File: src/rtl/mux4_rr_arbiter_if.sv
// Handshake and datapath bundle between four requesters and the round-robin mux arbiter.
// The master side drives requests, lane data and downstream ready; the slave side is the arbiter.
interface mux4_rr_arbiter_if #(
   parameter int DW = 1
);
   logic [3:0]      req;
   logic [4*DW-1:0] din;
   logic            out_ready;
   logic [3:0]      grant;
   logic [1:0]      sel;
   logic [DW-1:0]   dout;
   logic            out_valid;

   modport master (
      output req, din, out_ready,
      input  grant, sel, dout, out_valid
   );

   modport slave (
      input  req, din, out_ready,
      output grant, sel, dout, out_valid
   );
endinterface

File: src/rtl/mux4_rr_arbiter.sv
// Round-robin owner of a shared 4:1 mux: drives sel/grant, forwards the owner's lane as
// a valid/ready stream, and forces rotation after HOLD_MAX transfers when others wait.
module mux4_rr_arbiter #(
   parameter int DW       = 1,
   parameter int HOLD_MAX = 4
) (
   input  logic              clk,
   input  logic              rst_n,
   mux4_rr_arbiter_if.slave  bus
);

   typedef enum logic {IDLE, GRANT} state_t;

   state_t     state, state_nxt;
   logic [1:0] sel_q, sel_nxt;
   logic [1:0] ptr_q, ptr_nxt;
   logic [3:0] grant_q, grant_nxt;
   logic [3:0] cnt_q, cnt_nxt;

   logic       out_valid;
   logic       xfer;
   logic       hold_done;
   logic       others_req;
   logic       release_now;

   logic [3:0] arb_req;
   logic [1:0] arb_base;
   logic [1:0] arb_idx;
   logic       arb_found;

   assign out_valid   = (state == GRANT) && bus.req[sel_q];
   assign xfer        = out_valid && bus.out_ready;
   assign hold_done   = ({1'b0, cnt_q} + 5'd1) >= 5'(HOLD_MAX);
   assign others_req  = |(bus.req & ~grant_q);
   assign release_now = (state == GRANT) &&
                        (!bus.req[sel_q] || (xfer && hold_done && others_req));

   // On release the search restarts just past the old owner, which is itself masked out.
   assign arb_req  = (state == GRANT) ? (bus.req & ~grant_q) : bus.req;
   assign arb_base = (state == GRANT) ? 2'(sel_q + 2'd1) : ptr_q;

   always_comb begin
      arb_found = 1'b0;
      arb_idx   = arb_base;
      // Walk from the farthest offset down so the nearest requester past arb_base wins.
      for (int i = 3; i >= 0; i--) begin
         if (arb_req[2'(arb_base + 2'(i))]) begin
            arb_found = 1'b1;
            arb_idx   = 2'(arb_base + 2'(i));
         end
      end
   end

   always_comb begin
      // NOTE: every output of this block is defaulted first so no path leaves it unassigned,
      // which would otherwise infer a latch.
      state_nxt = state;
      sel_nxt   = sel_q;
      ptr_nxt   = ptr_q;
      grant_nxt = grant_q;
      cnt_nxt   = cnt_q;

      unique case (state)
         IDLE: begin
            if (arb_found) begin
               state_nxt = GRANT;
               sel_nxt   = arb_idx;
               grant_nxt = 4'b0001 << arb_idx;
               cnt_nxt   = '0;
            end
         end
         GRANT: begin
            if (xfer && (cnt_q < 4'(HOLD_MAX)))
               cnt_nxt = cnt_q + 4'd1;
            if (release_now) begin
               ptr_nxt = arb_base;
               cnt_nxt = '0;
               if (arb_found) begin
                  sel_nxt   = arb_idx;
                  grant_nxt = 4'b0001 << arb_idx;
               end else begin
                  state_nxt = IDLE;
                  grant_nxt = '0;
               end
            end
         end
         default: state_nxt = IDLE;
      endcase
   end

   always_ff @(posedge clk or negedge rst_n) begin
      // NOTE: state registers use non-blocking assignment so every flop samples pre-edge values.
      if (!rst_n) begin
         state   <= IDLE;
         sel_q   <= '0;
         ptr_q   <= '0;
         grant_q <= '0;
         cnt_q   <= '0;
      end else begin
         state   <= state_nxt;
         sel_q   <= sel_nxt;
         ptr_q   <= ptr_nxt;
         grant_q <= grant_nxt;
         cnt_q   <= cnt_nxt;
      end
   end

   assign bus.grant     = grant_q;
   assign bus.sel       = sel_q;
   assign bus.out_valid = out_valid;
   assign bus.dout      = out_valid ? bus.din[sel_q*DW +: DW] : '0;

endmodule

File: src/flat_wrapper.sv
// flat-port wrapper written by rule: the top's interface ports become plain ports
module mux4_rr_arbiter_flat 
#(
   parameter int DW       = 1,
   parameter int HOLD_MAX = 4
)
  (clk, rst_n, bus_req, bus_din, bus_out_ready, bus_grant, bus_sel, bus_dout, bus_out_valid);
  mux4_rr_arbiter_if #(.DW(DW)) bus_i ();
  input  logic clk;
  input  logic rst_n;
  input wire logic [$bits(bus_i.req)-1:0] bus_req;
  input wire logic [$bits(bus_i.din)-1:0] bus_din;
  input wire logic [$bits(bus_i.out_ready)-1:0] bus_out_ready;
  output wire logic [$bits(bus_i.grant)-1:0] bus_grant;
  output wire logic [$bits(bus_i.sel)-1:0] bus_sel;
  output wire logic [$bits(bus_i.dout)-1:0] bus_dout;
  output wire logic [$bits(bus_i.out_valid)-1:0] bus_out_valid;
  assign bus_i.req = bus_req;
  assign bus_i.din = bus_din;
  assign bus_i.out_ready = bus_out_ready;
  assign bus_grant = bus_i.grant;
  assign bus_sel = bus_i.sel;
  assign bus_dout = bus_i.dout;
  assign bus_out_valid = bus_i.out_valid;
  mux4_rr_arbiter #(.DW(DW), .HOLD_MAX(HOLD_MAX)) u_core (.clk(clk), .rst_n(rst_n), .bus(bus_i));
endmodule
File: config.mk
export PLATFORM = sky130hd
export DESIGN_NAME = mux4_rr_arbiter_flat
export DESIGN_NICKNAME = d
export VERILOG_FILES = /design/src/rtl/mux4_rr_arbiter_if.sv /design/src/rtl/mux4_rr_arbiter.sv /design/src/flat_wrapper.sv
export SDC_FILE = /design/constraint.sdc
export NUM_CORES = 1
export LEC_CHECK = 0
export CORE_UTILIZATION = 47
export CTS_BUF_LIST = sky130_fd_sc_hd__clkbuf_8
export DETAILED_ROUTE_END_ITERATION = 7
export HOLD_SLACK_MARGIN = 0.05
export PLACE_DENSITY = 0.74
export RECOVER_POWER = 50
export SETUP_SLACK_MARGIN = 0.2
export SLEW_MARGIN = 20
export SYNTH_ARGS = -nofsm -noshare
export SYNTH_HDL_FRONTEND = slang
export SYNTH_SLANG_ARGS = --single-unit
File: constraint.sdc
create_clock -name clk -period 1.9 [get_ports clk]
set_input_delay 0.38 -clock clk [delete_from_list [all_inputs] [get_ports clk]]
set_output_delay 0.38 -clock clk [all_outputs]
set_load 0.005 [all_outputs]
# Word-level counts from Yosys, hierarchy flattened
# Cells that the tools add are included.
# W data, S select, Z words.
[op_classes] addsub=6 multipliers=0 div=0 n_lt_le_gt_ge=7 n_eq_ne=3 shift=2 mux=35 bitwise_logic=3 n_reduce_logical=12
[ops] op="$mux W4" n=7
[ops] op="$pmux W4 S2" n=2
[ops] op="$lt A2 B3 Y1 const B" n=5
[ops] op="$mux W2" n=7
[ops] op="$mux W1" n=12
[ops] op="$bmux W1 S2" n=5
[ops] op="$logic_and A1 B1 Y1" n=6
[ops] op="$reduce_and A2 Y1" n=3
[ops] op="$add A4 B1 Y5 const B" n=1
[ops] op="$ge A5 B3 Y1 const B" n=1
[ops] op="$add A2 B1 Y2 const B" n=2
[ops] op="$add A2 B2 Y2 const B" n=2
[ops] op="$add A4 B1 Y4 const B" n=1
[ops] op="$and A4 B4 Y4" n=1
[ops] op="$lt A4 B3 Y1 const B" n=1
[ops] op="$not A4 Y4" n=1
[ops] op="$pmux W2 S2" n=1
[ops] op="$reduce_or A4 Y1" n=1
[ops] op="$shiftx A4 B3 Y1" n=1
[ops] op="$shl A1 B2 Y4 const A" n=1
[ops] op="$ne A3 B3 Y1 const B" n=1
[ops] op="$ne A2 B1 Y1 const B" n=1
[ops] op="$ne A2 B2 Y1 const B" n=1
[ops] op="$pmux W1 S2" n=1
[ops] op="3 further kinds" n=3
[word_totals] regBits=13 latch_bits=0 mem_bits_rw=0 rom_bits=0 out_inout_bits=8 wordCells=73 n_memories=0

# Longest topological paths before layout
[depth] ltp_word=13 mapped_depth=7 depth_no_buf=7

# Worst setup path before layout
# Ideal clock, no wire load.
[synth_timing] path_kind="register to register" from="reg u_core.sel_q[1] (netlist: u_core.bus.sel[1])" to="reg u_core.cnt_q[0]" setup_ns=0.120 arrival_ns=1.739 path_slack_ns=0.041 path_stages_with_launch=7 n_path_buf=1 synth_period_minus_slack_ns=1.859 cell_sequence="dfrtp_1 > mux4_2 > and2_4 > buf_6 > a21oi_4 > nor2_4 > a31o_1"
[synth_via] elab_cells_between_ends=32 classes_between="add/sub (4); eq/ne (2); mux (17); reduce/logical (9)"
[synth_rtl] element="start, declared" line_no="mux4_rr_arbiter.sv:15" source="logic [1:0] sel_q, sel_nxt;"
[synth_rtl] element="start signal, assigned" line_no="mux4_rr_arbiter.sv:101" source="sel_q <= sel_nxt;"
[synth_rtl] element="$bmux W1 S2 *" line_no="mux4_rr_arbiter.sv:31" source="assign out_valid = (state == GRANT) && bus.req[sel_q];"
[synth_rtl] element="$mux W1 (not written as such) *" line_no="mux4_rr_arbiter.sv:31"
[synth_rtl] element="$logic_and A1 B1 Y1 *" line_no="mux4_rr_arbiter.sv:31"
[synth_rtl] element="named net bus_out_valid" line_no="flat_wrapper.sv:17" source="output wire logic [$bits(bus_i.out_valid)-1:0] bus_out_valid;"
[synth_rtl] element="$logic_and A1 B1 Y1 *" line_no="mux4_rr_arbiter.sv:32" source="assign xfer = out_valid && bus.out_ready;"
[synth_rtl] element="$logic_and A1 B1 Y1 (2 in series)" line_no="mux4_rr_arbiter.sv:36" source="(!bus.req[sel_q] || (xfer && hold_done && others_req));"
[synth_rtl] element="$logic_or A1 B1 Y1" line_no="mux4_rr_arbiter.sv:36"
[synth_rtl] element="$logic_and A1 B1 Y1" line_no="mux4_rr_arbiter.sv:35" source="assign release_now = (state == GRANT) &&"
[synth_rtl] element="$mux W4 / $ne A3 B3 Y1 (equally long branches)"
[synth_rtl] element="$pmux W4 S2 / $reduce_and A2 Y1 (equally long branches)"
[synth_rtl] element="end signal, assigned" line_no="mux4_rr_arbiter.sv:104" source="cnt_q <= cnt_nxt;"
[synth_rtl] element="end, declared" line_no="mux4_rr_arbiter.sv:18" source="logic [3:0] cnt_q, cnt_nxt;"
# The timed path passes the listed nets; every way through them passes the cells marked *. The select of a mux whose other input is x is not followed.
# A chain may end at the register's enable or synchronous reset.

# Worst setup path after layout
[layout_timing] from="reg u_core.sel_q[1] (netlist: u_core.bus.sel[1])" to="reg u_core.grant_q[2] (netlist: u_core.bus.grant[2])"
[layout_via] elab_chain_len=13 elab_cells_between_ends=38 classes_between="add/sub (4); eq/ne (2); shift (1); mux (23); reduce/logical (8)"
[layout_rtl] element="$add A2 B1 Y2" line_no="mux4_rr_arbiter.sv:40" source="assign arb_base = (state == GRANT) ? 2'(sel_q + 2'd1) : ptr_q;"
[layout_rtl] element="$mux W2" line_no="mux4_rr_arbiter.sv:40"
[layout_rtl] element="$add A2 B2 Y2" line_no="mux4_rr_arbiter.sv:47, mux4_rr_arbiter.sv:49"
[layout_rtl] element="$bmux W1 S2" line_no="mux4_rr_arbiter.sv:47" source="if (arb_req[2'(arb_base + 2'(i))]) begin"
[layout_rtl] element="$mux W1 (not written as such)" line_no="mux4_rr_arbiter.sv:47"
[layout_rtl] element="$mux W2 (4 in series)" line_no="mux4_rr_arbiter.sv:47"
[layout_rtl] element="$shl A1 B2 Y4" line_no="mux4_rr_arbiter.sv:68, mux4_rr_arbiter.sv:80"
[layout_rtl] element="$mux W4" line_no="mux4_rr_arbiter.sv:78" source="if (arb_found) begin"
[layout_rtl] element="$mux W4" line_no="mux4_rr_arbiter.sv:75" source="if (release_now) begin"
[layout_rtl] element="$pmux W4 S2" line_no="mux4_rr_arbiter.sv:63" source="unique case (state)"
[layout_rtl] element="end signal, assigned" line_no="mux4_rr_arbiter.sv:103" source="grant_q <= grant_nxt;"
[layout_rtl] element="end, declared" line_no="mux4_rr_arbiter.sv:17" source="logic [3:0] grant_q, grant_nxt;"
# Parallel ways exist; a longest one is shown, timed or not. The select of a mux whose other input is x is not followed.

==> flow_summary_export.csv <==
group,metric,value,unit
outcome,status,"complete, but fails checks",
outcome,violations,"setup timing",
floorplan,fp-row-count,15,
floorplan,die-height,45.4,um
routing,drc_errors,0,
sta,setup_slack,-61.0,ps
critical_path,arrival,2150,ps
critical_path,path_cells,"mux4_2 > buf_6 > and2_4 > buf_6 > a21oi_4 > buf_6 > nor3b_2 > a21o_1",
floorplan,chipWidth,45.4,um
clock_network,hold_buffers,0,
sta,setup_viol,10,
floorplan,num_io_pins,19,
logic_synthesis,synthSimpleGateAreaFrac,18.6,%
global_routing,grt_pass1_wl,4.06,mm
logic_synthesis,yosysUniqueCellTypes,45,
clock_network,cts_root_buf,"clkbuf_8",
placed_design,placed_area,1220,um2
power,p_seq_share,19.6,%
power,p_leak,0.673,nW
critical_path,critical_path.startpoint_type,"flop",
hold_path,worstHoldPathType,"reg2reg",
critical_path,endpoint_kind,"flop",
sta,rsz0062_at_grt,"yes",
sta,maxClockFrequency,510,MHz
global_routing,grt_pass1_vias,936,
sta,fin_crit,1960,ps
sta,finalHoldViolCount,0,
sta,worst_pin_slew,608,ps
routing,drt_wl_total,2.68,mm
floorplan,die_area,2070,um2
sta,layout_worst_path_cycle_share,103,%
layout,n_fill_cell,109,
power,ir_worst_vdd,0.00107,V
logic_synthesis,ys_ff_latch,13,
logic_synthesis,yosysTopAreaCellShare,36.7,%
routing,drtIter0Drc,18,
logic_synthesis,synth-compound-area-share,26.9,%
routing,ant_nets,0,
floorplan,fp.coreArea,1750,um2
placed_design,dp_worst_setup_slack,-446,ps
clock_network,numCtsBuffers,3,
layout,final_layout_size_suffix_gt1_share,43.2,%
clock_network,cts_tree,"built",
layout,seq_area,327,um2
logic_synthesis,synth_top_family_by_area,"compound AO/OA/AOI/OAI gates",
power,power.density,1640,nW/um2
global_routing,grt_usage,28.4,%
global_routing,grt_antenna_before_repair,0,
clock_network,path_clk_slew,60,ps
layout,antennaDiodeCount,0,
placed_design,hpwl,1.63,mm
layout,num-nets-final,153,
placed_design,placed_cells,149,
logic_synthesis,syn_avg_cell_area,9.97,um2
global_routing,grt_overflow,0,
placed_design,gp_congestion,0.890,
critical_path,critPathRequiredTime,2090,ps
layout,multi_input_area,566,um2
routing,vias,937,
clock_network,htree_levels,1,
critical_path,crit_type,"reg2reg",
logic_synthesis,ys_warn_count,0,
critical_path,crit_top_cell,"buf_6",
floorplan,initial_core_util,50.8,%
power,p_comb_share,69.6,%
logic_synthesis,synthTopCellsByArea,"dfrtp_1 37%, nand2_1 3.8%, inv_1 3.4%",
logic_synthesis,synth-xor-area-share,0.987,%
clock_network,insertion_delay,250,ps
power,p_int,1.43,mW
critical_path,slowest_delay,550,ps
layout,final_area,1440,um2
power,swShare,39.2,%
logic_synthesis,ys.flop_type,"dfrtp_1",
placed_design,io_buffers,18,
critical_path,slowest_stage,"mux4_2",
sta,slew_headroom,59.4,%
logic_synthesis,syn_nets,102,
layout,layout.cells.non_filler,164,
job,max_cap_viol_count,0,
logic_synthesis,ys_seq_area_share,36.7,%
power,pwr-share-clk,10.8,%
sta,drv_slew,0,
routing,drtPass1Iterations,5,
layout,final_cell_mix,"20 x buf_4, 12 x dfrtp_1, 11 x clkdlybuf4s50_1, 11 x buf_6, 9 x inv_1",
logic_synthesis,synthAdderAreaFrac,2.82,%
logic_synthesis,synth_top_area_cell,"dfrtp_1",
sta,finalHoldWorstSlack,534,ps
critical_path,cp_max_fo,4,
logic_synthesis,synth_edf_count,0,
global_routing,grt_max_degree,14,
power,power,2.36,mW
clock_network,cts_sinks,13,
power,power_switching,0.923,mW
sta,fin_skew,4.22,ps
logic_synthesis,syn_inst,89,
routing,viasPerCell,5.71,
clock_network,clk_path_buf_depth,2,
logic_synthesis,muxShareOfSynthArea,8.04,%
logic_synthesis,synth_area,887,um2
layout,area_growth_syn_to_layout,61.9,%
routing,wl_per_cell,16.3,um
logic_synthesis,async_reset_ff_share,100,%
layout,layout_commonest_cell,"buf_4",
## through the flow
step | TNS, ps | utilization, %
5_1_grt | -1250 | 82.3
2_1_floorplan | 0 | -
3_5_place_dp | -4540 | 70.0
3_3_place_gp | -4430 | 70.0
4_1_cts | -137 | 79.0
6_report | -395 | 82.3
## flip-flops by register name, summed over array words and instances (netlist names)
signal and cells:
u_core.bus.grant 4, u_core.cnt_q 4, u_core.bus.sel 2, u_core.ptr_q 2, u_core.state 1
## path summary, 6_finish.rpt
| kind | startpoint | to | slack [ps] | cells after the start |
|---|---|---|---|---|
| setup / recovery | u_core.bus.sel[1] | u_core.bus.grant[2] | -60 | 8 |
| hold / removal | u_core.ptr_q[0] | u_core.ptr_q[0] | 530 | 1 |
| setup reg to reg | u_core.bus.sel[1] | u_core.bus.grant[2] | -60 | 8 |
| hold reg to reg | u_core.ptr_q[0] | u_core.ptr_q[0] | 530 | 1 |
| max in group asynchronous | rst_n | u_core.state | 890 | 1 |
| min in group asynchronous | rst_n | u_core.cnt_q[0] | 580 | 1 |
## worst max-delay path, delay by kind of cell, from the launching register on
family / cells / cell delay (ps)
AND/OR/NAND/NOR: 2 / 280
flip-flops: 1 / 360
multiplexers: 1 / 550
buffers and inverters: 3 / 400
AO/OA/AOI/OAI: 2 / 310
## cell type report
class | count | share of cell area, %
multi-input cells | 65 | 39.4
well taps | 25 | 2.18
clock inverters | 1 | 0.261
inverters | 9 | 2.35
flip-flops and latches | 13 | 22.7
repair buffers | 48 | 30.2
clock buffers | 3 | 2.87
## cell families after synthesis
kind of cell / count (synthesis)
buffers and inverters: 11
AO/OA/AOI/OAI: 30
XOR/XNOR: 1
AND/OR/NAND/NOR: 28
adder cells (fa/ha/maj): 2
flip-flops: 13
multiplexers: 4
## layer usage
layer / share of wire, % / routed length (um) / up-vias / track usage [%]
met3: 5.5 / 148 / 14 / 4.37
met2: 51 / 1360 / 44 / 50.0
met1: 40 / 1060 / 448 / 33.4
met5: 0 / 0 / - / 0
li1: - / - / 431 / -
met4: 3.7 / 100 / 0 / 13.3
## power by group through the flow
stage | clock (mW) | combinational [mW] | sequential [mW]
after floorplan | 0 | 0.655 | 0.463
after global placement | 0 | 1.13 | 0.462
after detailed placement | 0 | 1.15 | 0.468
after CTS | 0.248 | 1.45 | 0.467
after global routing | 0.257 | 1.75 | 0.472
final | 0.254 | 1.64 | 0.462
## cell usage after synthesis (all sizes together) (2+ instances only)
cell and number:
dfrtp 13, nand2 10, inv 9, a21oi 5
a21boi 3, nor2 3, o22ai 3, a21bo 2
and2 2, buf 2, ha 2, mux2 2
mux4 2, nand2b 2, nand3 2, nor3 2
nor3b 2, o21a 2, o21ai 2, o2bb2ai 2
## what timing repair did
action / CTS / global route
endpoints found under the setup margin: 14 / 15
endpoints found under the hold margin: 0 / 0
buffers inserted: 7 / 4
gates cloned: 0 / 0
resized for setup: 32 / 7
pin swaps: 7 / 7
Power figures use the tool's default switching activity.
